===== src/rtl/id_hazard_tracker_pkg.sv =====
// rtl/id_hazard_tracker_pkg.sv - shared types and constants for the ID-stage hazard tracker
package id_hazard_tracker_pkg;

    localparam int ADDR_W = 5;

    // Register $0 is hardwired to zero, so it never carries a real dependency
    localparam logic [ADDR_W-1:0] ZERO_REG = 5'd0;

    typedef struct packed {
        logic              reg_write;
        logic [ADDR_W-1:0] write_addr;
        logic              mem_read;
    } hazard_tag_t;

    localparam hazard_tag_t BUBBLE_TAG = '0;

endpackage


===== src/rtl/id_hazard_tracker_match.sv =====
// rtl/id_hazard_tracker_match.sv - load-use compare of one source register against one stage tag
module hazard_match
    import id_hazard_tracker_pkg::*;
(
    input  logic              i_use,
    input  logic [ADDR_W-1:0] i_src,
    input  hazard_tag_t       i_tag,
    output logic              o_match
);

    // Only a pending load writing the same non-zero register is a hazard
    assign o_match = i_use
                   && (i_src != ZERO_REG)
                   && i_tag.reg_write
                   && i_tag.mem_read
                   && (i_tag.write_addr == i_src);

endmodule


===== src/rtl/id_hazard_tracker.sv =====
// rtl/id_hazard_tracker.sv - EX/MEM write-tag pipeline and load-use stall generation (optional HAZARD_STATS_EN counters)
module id_hazard_tracker #(
    parameter int ADDR_W = id_hazard_tracker_pkg::ADDR_W
`ifdef HAZARD_STATS_EN
    ,
    parameter int CNT_W  = 32
`endif
) (
    input  logic              clk,
    input  logic              reset,
    input  logic              hold,
    input  logic              id_valid,
    input  logic [ADDR_W-1:0] id_rs,
    input  logic [ADDR_W-1:0] id_rt,
    input  logic              id_use_rs,
    input  logic              id_use_rt,
    input  logic              id_reg_write,
    input  logic              id_mem_read,
    input  logic [ADDR_W-1:0] id_write_addr,
    input  logic              flush,
    output logic              ID_EX_RegWrite,
    output logic [ADDR_W-1:0] ID_EX_WriteAddr,
    output logic              ID_EX_MemRead,
    output logic              EX_MEM_RegWrite,
    output logic [ADDR_W-1:0] EX_MEM_WriteAddr,
    output logic              EX_MEM_MemRead,
    output logic              stall
`ifdef HAZARD_STATS_EN
    ,
    output logic [CNT_W-1:0]  stall_cycles,
    output logic [CNT_W-1:0]  load_use_events
`endif
);

    import id_hazard_tracker_pkg::*;

    hazard_tag_t r_ex_tag;
    hazard_tag_t r_mem_tag;
    hazard_tag_t w_id_tag;
    hazard_tag_t w_ex_next;
    logic        w_rs_ex;
    logic        w_rt_ex;
    logic        w_rs_mem;
    logic        w_rt_mem;
    logic        w_stall;

    hazard_match u_rs_ex  (.i_use(id_use_rs), .i_src(id_rs), .i_tag(r_ex_tag),  .o_match(w_rs_ex));
    hazard_match u_rt_ex  (.i_use(id_use_rt), .i_src(id_rt), .i_tag(r_ex_tag),  .o_match(w_rt_ex));
    hazard_match u_rs_mem (.i_use(id_use_rs), .i_src(id_rs), .i_tag(r_mem_tag), .o_match(w_rs_mem));
    hazard_match u_rt_mem (.i_use(id_use_rt), .i_src(id_rt), .i_tag(r_mem_tag), .o_match(w_rt_mem));

    // Stall only for a live, unflushed instruction; a flush overrides any hazard
    always_comb begin
        w_stall = id_valid && !flush && (w_rs_ex || w_rt_ex || w_rs_mem || w_rt_mem);
    end

    // Build the tag the ID instruction carries into EX; writes to $0 are dropped
    always_comb begin
        w_id_tag            = BUBBLE_TAG;
        w_id_tag.reg_write  = id_reg_write && (id_write_addr != ZERO_REG);
        w_id_tag.write_addr = id_write_addr;
        w_id_tag.mem_read   = id_mem_read;
        w_ex_next           = (w_stall || flush || !id_valid) ? BUBBLE_TAG : w_id_tag;
    end

    // Advance the EX and MEM tags unless the whole pipeline is frozen
    always_ff @(posedge clk or posedge reset) begin
        if (reset) begin
            r_ex_tag  <= BUBBLE_TAG;
            r_mem_tag <= BUBBLE_TAG;
        end else if (!hold) begin
            r_mem_tag <= r_ex_tag;
            r_ex_tag  <= w_ex_next;
        end
    end

    assign stall            = w_stall;
    assign ID_EX_RegWrite   = r_ex_tag.reg_write;
    assign ID_EX_WriteAddr  = r_ex_tag.write_addr;
    assign ID_EX_MemRead    = r_ex_tag.mem_read;
    assign EX_MEM_RegWrite  = r_mem_tag.reg_write;
    assign EX_MEM_WriteAddr = r_mem_tag.write_addr;
    assign EX_MEM_MemRead   = r_mem_tag.mem_read;

`ifdef HAZARD_STATS_EN
    logic             r_stall_q;
    logic [CNT_W-1:0] r_stall_cycles;
    logic [CNT_W-1:0] r_load_use_events;

    // Count stalled cycles and the first cycle of each stall episode; counters wrap
    always_ff @(posedge clk or posedge reset) begin
        if (reset) begin
            r_stall_q         <= 1'b0;
            r_stall_cycles    <= '0;
            r_load_use_events <= '0;
        end else if (!hold) begin
            r_stall_q <= w_stall;
            if (w_stall) begin
                r_stall_cycles <= r_stall_cycles + 1'b1;
            end
            if (w_stall && !r_stall_q) begin
                r_load_use_events <= r_load_use_events + 1'b1;
            end
        end
    end

    assign stall_cycles    = r_stall_cycles;
    assign load_use_events = r_load_use_events;
`endif

endmodule


===== config.mk =====
export PLATFORM = sky130hd
export DESIGN_NAME = id_hazard_tracker
export DESIGN_NICKNAME = d
export VERILOG_FILES = /design/src/rtl/id_hazard_tracker_pkg.sv /design/src/rtl/id_hazard_tracker_match.sv /design/src/rtl/id_hazard_tracker.sv
export SDC_FILE = /design/constraint.sdc
export NUM_CORES = 1
export LEC_CHECK = 0
export ABC_AREA = 0
export CORE_ASPECT_RATIO = 1.1
export CORE_MARGIN = 2
export CORE_UTILIZATION = 25
export CTS_BUF_LIST = sky130_fd_sc_hd__clkbuf_8
export CTS_CLUSTER_DIAMETER = 80
export CTS_CLUSTER_SIZE = 12
export DETAILED_ROUTE_END_ITERATION = 6
export DONT_BUFFER_PORTS = 1
export SLEW_MARGIN = 40
export SYNTH_ARGS = -nofsm -noshare
export SYNTH_HDL_FRONTEND = slang
export SYNTH_HIERARCHICAL = 1
export SYNTH_SLANG_ARGS = --single-unit

===== constraint.sdc =====
create_clock -name clk -period 3 [get_ports clk]
set_input_delay 0.6 -clock clk [delete_from_list [all_inputs] [get_ports clk]]
set_output_delay 0.6 -clock clk [all_outputs]
set_load 0.02 [all_outputs]

Yosys cells after proc, flatten, opt, wreduce, memory -nomap -nowiden
Cells that the tools add are included.

Eq/ne operators: 4. Multiplexer cells: 1. Reduce and logical (&&, ||, !) cells: 27.

Operators by type and width (count): equality test 5 bit (4); logical AND 1 bit (17); nonzero test 5 bit (3); 2-to-1 mux 7 bit (1); logical OR 1 bit (5); zero test 1 bit (2).

Flip-flop bits (word level): 14. Bits of input ports: 24. Output and inout port bits: 15. Logic and storage cells: 38.

Longest topological paths before layout
Depth in word-level cells: 12. Gate-level depth with buffers: 6. Gate-level depth less buffers: 6.

By module
The synthesis kept the hierarchy.

By module, submodules not included: id_hazard_tracker (times used 1, cells each 49, area each 603.1 um^2, sequential area each 350.3 um^2); hazard_match (times used 4, cells each 10, area each 70.1 um^2, sequential area each 0.0 um^2).

Least setup slack after synthesis
Ideal clock, no wire load.

Path type: input -> output. Start: in id_rs[0]. End: out stall. Data arrival time: 1817 ps. Required time: 2400 ps. Slack: 583 ps. Cell stages on the path: 5. Buffers on the path: 0. Cell sequence: xnor2_1 -> nand4_1 -> a211oi_1 -> nor4_4 -> nor3b_1.

Elaborated cells between the ends (all ways): 14. Classes of those cells: 2 x eq/ne; 12 x reduce/logical.

RTL lines: start, declared (RTL line id_hazard_tracker.sv:13) `input logic [ADDR_W-1:0] id_rs,`; nonzero test 5 bit (RTL line id_hazard_tracker_match.sv:13) `&& (i_src != ZERO_REG)`; logical AND 1 bit (RTL line id_hazard_tracker_match.sv:13); logical AND 1 bit (RTL line id_hazard_tracker_match.sv:14) `&& i_tag.reg_write`; logical AND 1 bit (RTL line id_hazard_tracker_match.sv:15) `&& i_tag.mem_read`; logical AND 1 bit (*) (RTL line id_hazard_tracker_match.sv:16) `&& (i_tag.write_addr == i_src);`; via w_rs_mem (RTL line id_hazard_tracker.sv:43) `logic w_rs_mem;`; logical OR 1 bit (*) (2 in a row) (RTL line id_hazard_tracker.sv:54) `w_stall = id_valid && !flush && (w_rs_ex || w_rt_ex || w_rs_mem || w_rt_mem);`; logical AND 1 bit (*) (RTL line id_hazard_tracker.sv:54); end, declared (RTL line id_hazard_tracker.sv:27) `output logic stall`.

Mark *: on every way through the listed nets, which the timed path passes. The rest lies on a longest branch.

Worst setup path in the final report
Start: reg r_ex_tag, in the netlist ID_EX_WriteAddr[0]. End: out stall.

Longest elaborated chain between the ends: 6. Elaborated cells between the ends (all ways): 8. Classes of those cells: 2 x eq/ne; 6 x reduce/logical.

Ends and longest elaborated chain: start, declared (RTL line id_hazard_tracker.sv:37) `hazard_tag_t r_ex_tag;`; start signal, assigned (RTL line id_hazard_tracker.sv:73) `r_ex_tag <= w_ex_next;`; equality test 5 bit (RTL line id_hazard_tracker_match.sv:16); logical AND 1 bit (RTL line id_hazard_tracker_match.sv:16); via w_rs_ex (RTL line id_hazard_tracker.sv:41) `logic w_rs_ex;`; logical OR 1 bit (3 in a row) (RTL line id_hazard_tracker.sv:54); logical AND 1 bit (RTL line id_hazard_tracker.sv:54).

The timed path passes the listed nets, and every way through them passes these cells.

==> metrics <==
status=complete, no violations; CP Class=register to output port; ANT cells=0; critical path cell sequence=xnor2_1 > nand4_1 > a211oi_1 > nor4_4 > nor3b_1 > buf_4; Final setup viols=0; Max Cap Viol=0; gr ovfl total=0; CP max FO=5; Leakage=~0.35 nW; vias in the first global route=720; Area contributors post-synth=dfrtp_1 (40%), xnor2_1 (16%), mux2_2 (8.9%); Via density=4.87; post-synthesis register bit count=14; H-tree levels=1; largest net degree at the start of global routing=22; Post-DP Area=941 sq um; synthesis warning total=6; WP data required=2.40 ns; Routed WL per cell=roughly 15 um; cts repair resizes=0; register area share after synthesis=0.397; TritonCTS Sinks=14; Layout area overhead=11.2%; final net count=117; setup TNS=0 ns; FILL cells=387; DRT iter0 DRCs=11; post-route ant nets=0; Synth Cell Area=approximately 880 sq um; Residual DRC=0; commonest non-fill, non-tap cell in the layout=xnor2_1; Placer Congestion=around 0.8; Netlist cell types=20; Port-buffer cells=0; Core ar.=0.00336 sq mm; clk buf depth=2; vias=677; hold buffer count at CTS=0; Startpoint Class=register; area share of the leading cell type in the synthesized netlist=0.397; Initial Utilization=0.263; largest area contributor in the netlist=dfrtp_1; Setup Skew=0.00195 ns; Post-Syn Nets=113; DRT Wirelength=2110 um; CTS clk-pin slew, worst paths=0.05 ns; die height=between 60 and 70 um; Pre-antenna DRT Iters=4; slew of the pin with the lowest slew margin=between 0.5 and 0.6 ns; number of buffers created by CTS=3; Critical Path Sink Type=output port; Global Route Usage Sum=0.114; Std-Cell Rows=22; PwrDens=443 mW/mm^2; crit path DAT=1.92 ns; critical path's largest stage delay=0.54 ns; HP Class=input port to async pin; Final Power=around 0.44 mW; Hold Violations, Final=0; Ports=39; full die area=0.00403 sq mm; RSZ-0062 raised after global routing=false; Syn Inst Count=89; fmax=396 MHz; crit-path leading delay family=flip-flops; min cycle time layout=2.52 ns; Slew HR=0.661; first-pass GRT wire length=3460 um; fin area=982 sq um; clock root buffer=clkbuf_8; post-synthesis average cell area=9.93 sq um; fin crit share=0.841; initial antenna violation count=0; # Post-CTS Setup Buffers=0; Worst path slowest cell=dfrtp_1; layout cells sized above 1=0.154; commonest cells after routing, fill and taps aside=xnor2_1 (16), dfrtp_1 (14), nand2_1 (11), mux2_2 (7), o21ai_0 (6); Slew Viols, Final=0; Die Wd=60.7 um; TritonCTS clock tree=built; VDD IR max=240 uV; worst path bufs/invs=1; Clk Latency, worst-skew pair=0.24 ns
routing by layer:
layer | GRT usage | wire [um]
met5 | 0 | 0
met4 | 0.0543 | 34
met3 | 0.0391 | 199
met2 | 0.204 | 1120
met1 | 0.115 | 753
power by group:
group	internal (mW)	switching, mW
clock	0.0882	0.0558
sequential	0.201	0.0367
combinational	0.0334	0.0202
total	0.323	0.113
synth_stat cells:
master	instances
xnor2_1	16
dfrtp_1	14
nand2_1	11
mux2_2	7
o21ai_0	6
nand2b_1	5
a211oi_1	4
nand3_1	4
nand4_1	4
nor2_1	4
o41ai_1	4
buf_2	2
inv_1	1
nand3b_2	1
nor3b_1	1
nor4_4	1
o21ai_1	1
o31ai_2	1
or2b_1	1
or4_1	1
kinds of logic after synthesis:
family,after synthesis,synth area share
xor gates and xnor gates,16,0.159
AOI/OAI and AO/OA,16,0.127
muxes,7,0.0892
and+or+nand+nor,33,0.212
DFF,14,0.397
buffers and inverters,3,0.0156
flip-flops by register name, summed over array words and instances (netlist names):
signal,flops
EX_MEM_MemRead,1
EX_MEM_RegWrite,1
EX_MEM_WriteAddr,5
ID_EX_MemRead,1
ID_EX_RegWrite,1
ID_EX_WriteAddr,5
metrics by stage:
step / utilization / hold WS, ns / instances / setup slack, ns
floorplan: - / 0.489 / 89 / 0.583
global placement: 0.280 / 0.536 / 136 / 0.677
detailed placement: 0.280 / 0.555 / 136 / 0.681
CTS: 0.292 / 0.301 / 139 / 0.452
global route: 0.292 / 0.314 / 139 / 0.351
finish: 0.292 / 0.280 / 139 / 0.476
path summary, 6_finish.rpt:
path	start	depth (start not counted)	to	slack, ns
setup / recovery	ID_EX_WriteAddr[0]$_DFFE_PP0N_	6	stall	0.48
hold reg to reg	ID_EX_MemRead$_DFFE_PP0N_	2	ID_EX_MemRead$_DFFE_PP0N_	0.69
min in group clk	hold	1	ID_EX_RegWrite$_DFFE_PP0N_	0.45
setup reg to reg	EX_MEM_WriteAddr[4]$_DFFE_PP0N_	6	ID_EX_RegWrite$_DFFE_PP0N_	1.23
max in group asynchronous	reset	1	EX_MEM_WriteAddr[3]$_DFFE_PP0N_	2.38
hold / removal	reset	1	ID_EX_RegWrite$_DFFE_PP0N_	0.28
layout make-up:
class / count / area (sq um) / share of cell area
multi-input cells: 72 / 519 / 0.529
flip-flops and latches: 14 / 350 / 0.357
well taps: 48 / 60.1 / 0.0611
clock buffers: 3 / 41.3 / 0.0420
repair buffers: 1 / 7.51 / 0.00764
inverters: 1 / 3.75 / 0.00382
(Power assumes the default switching activity.)
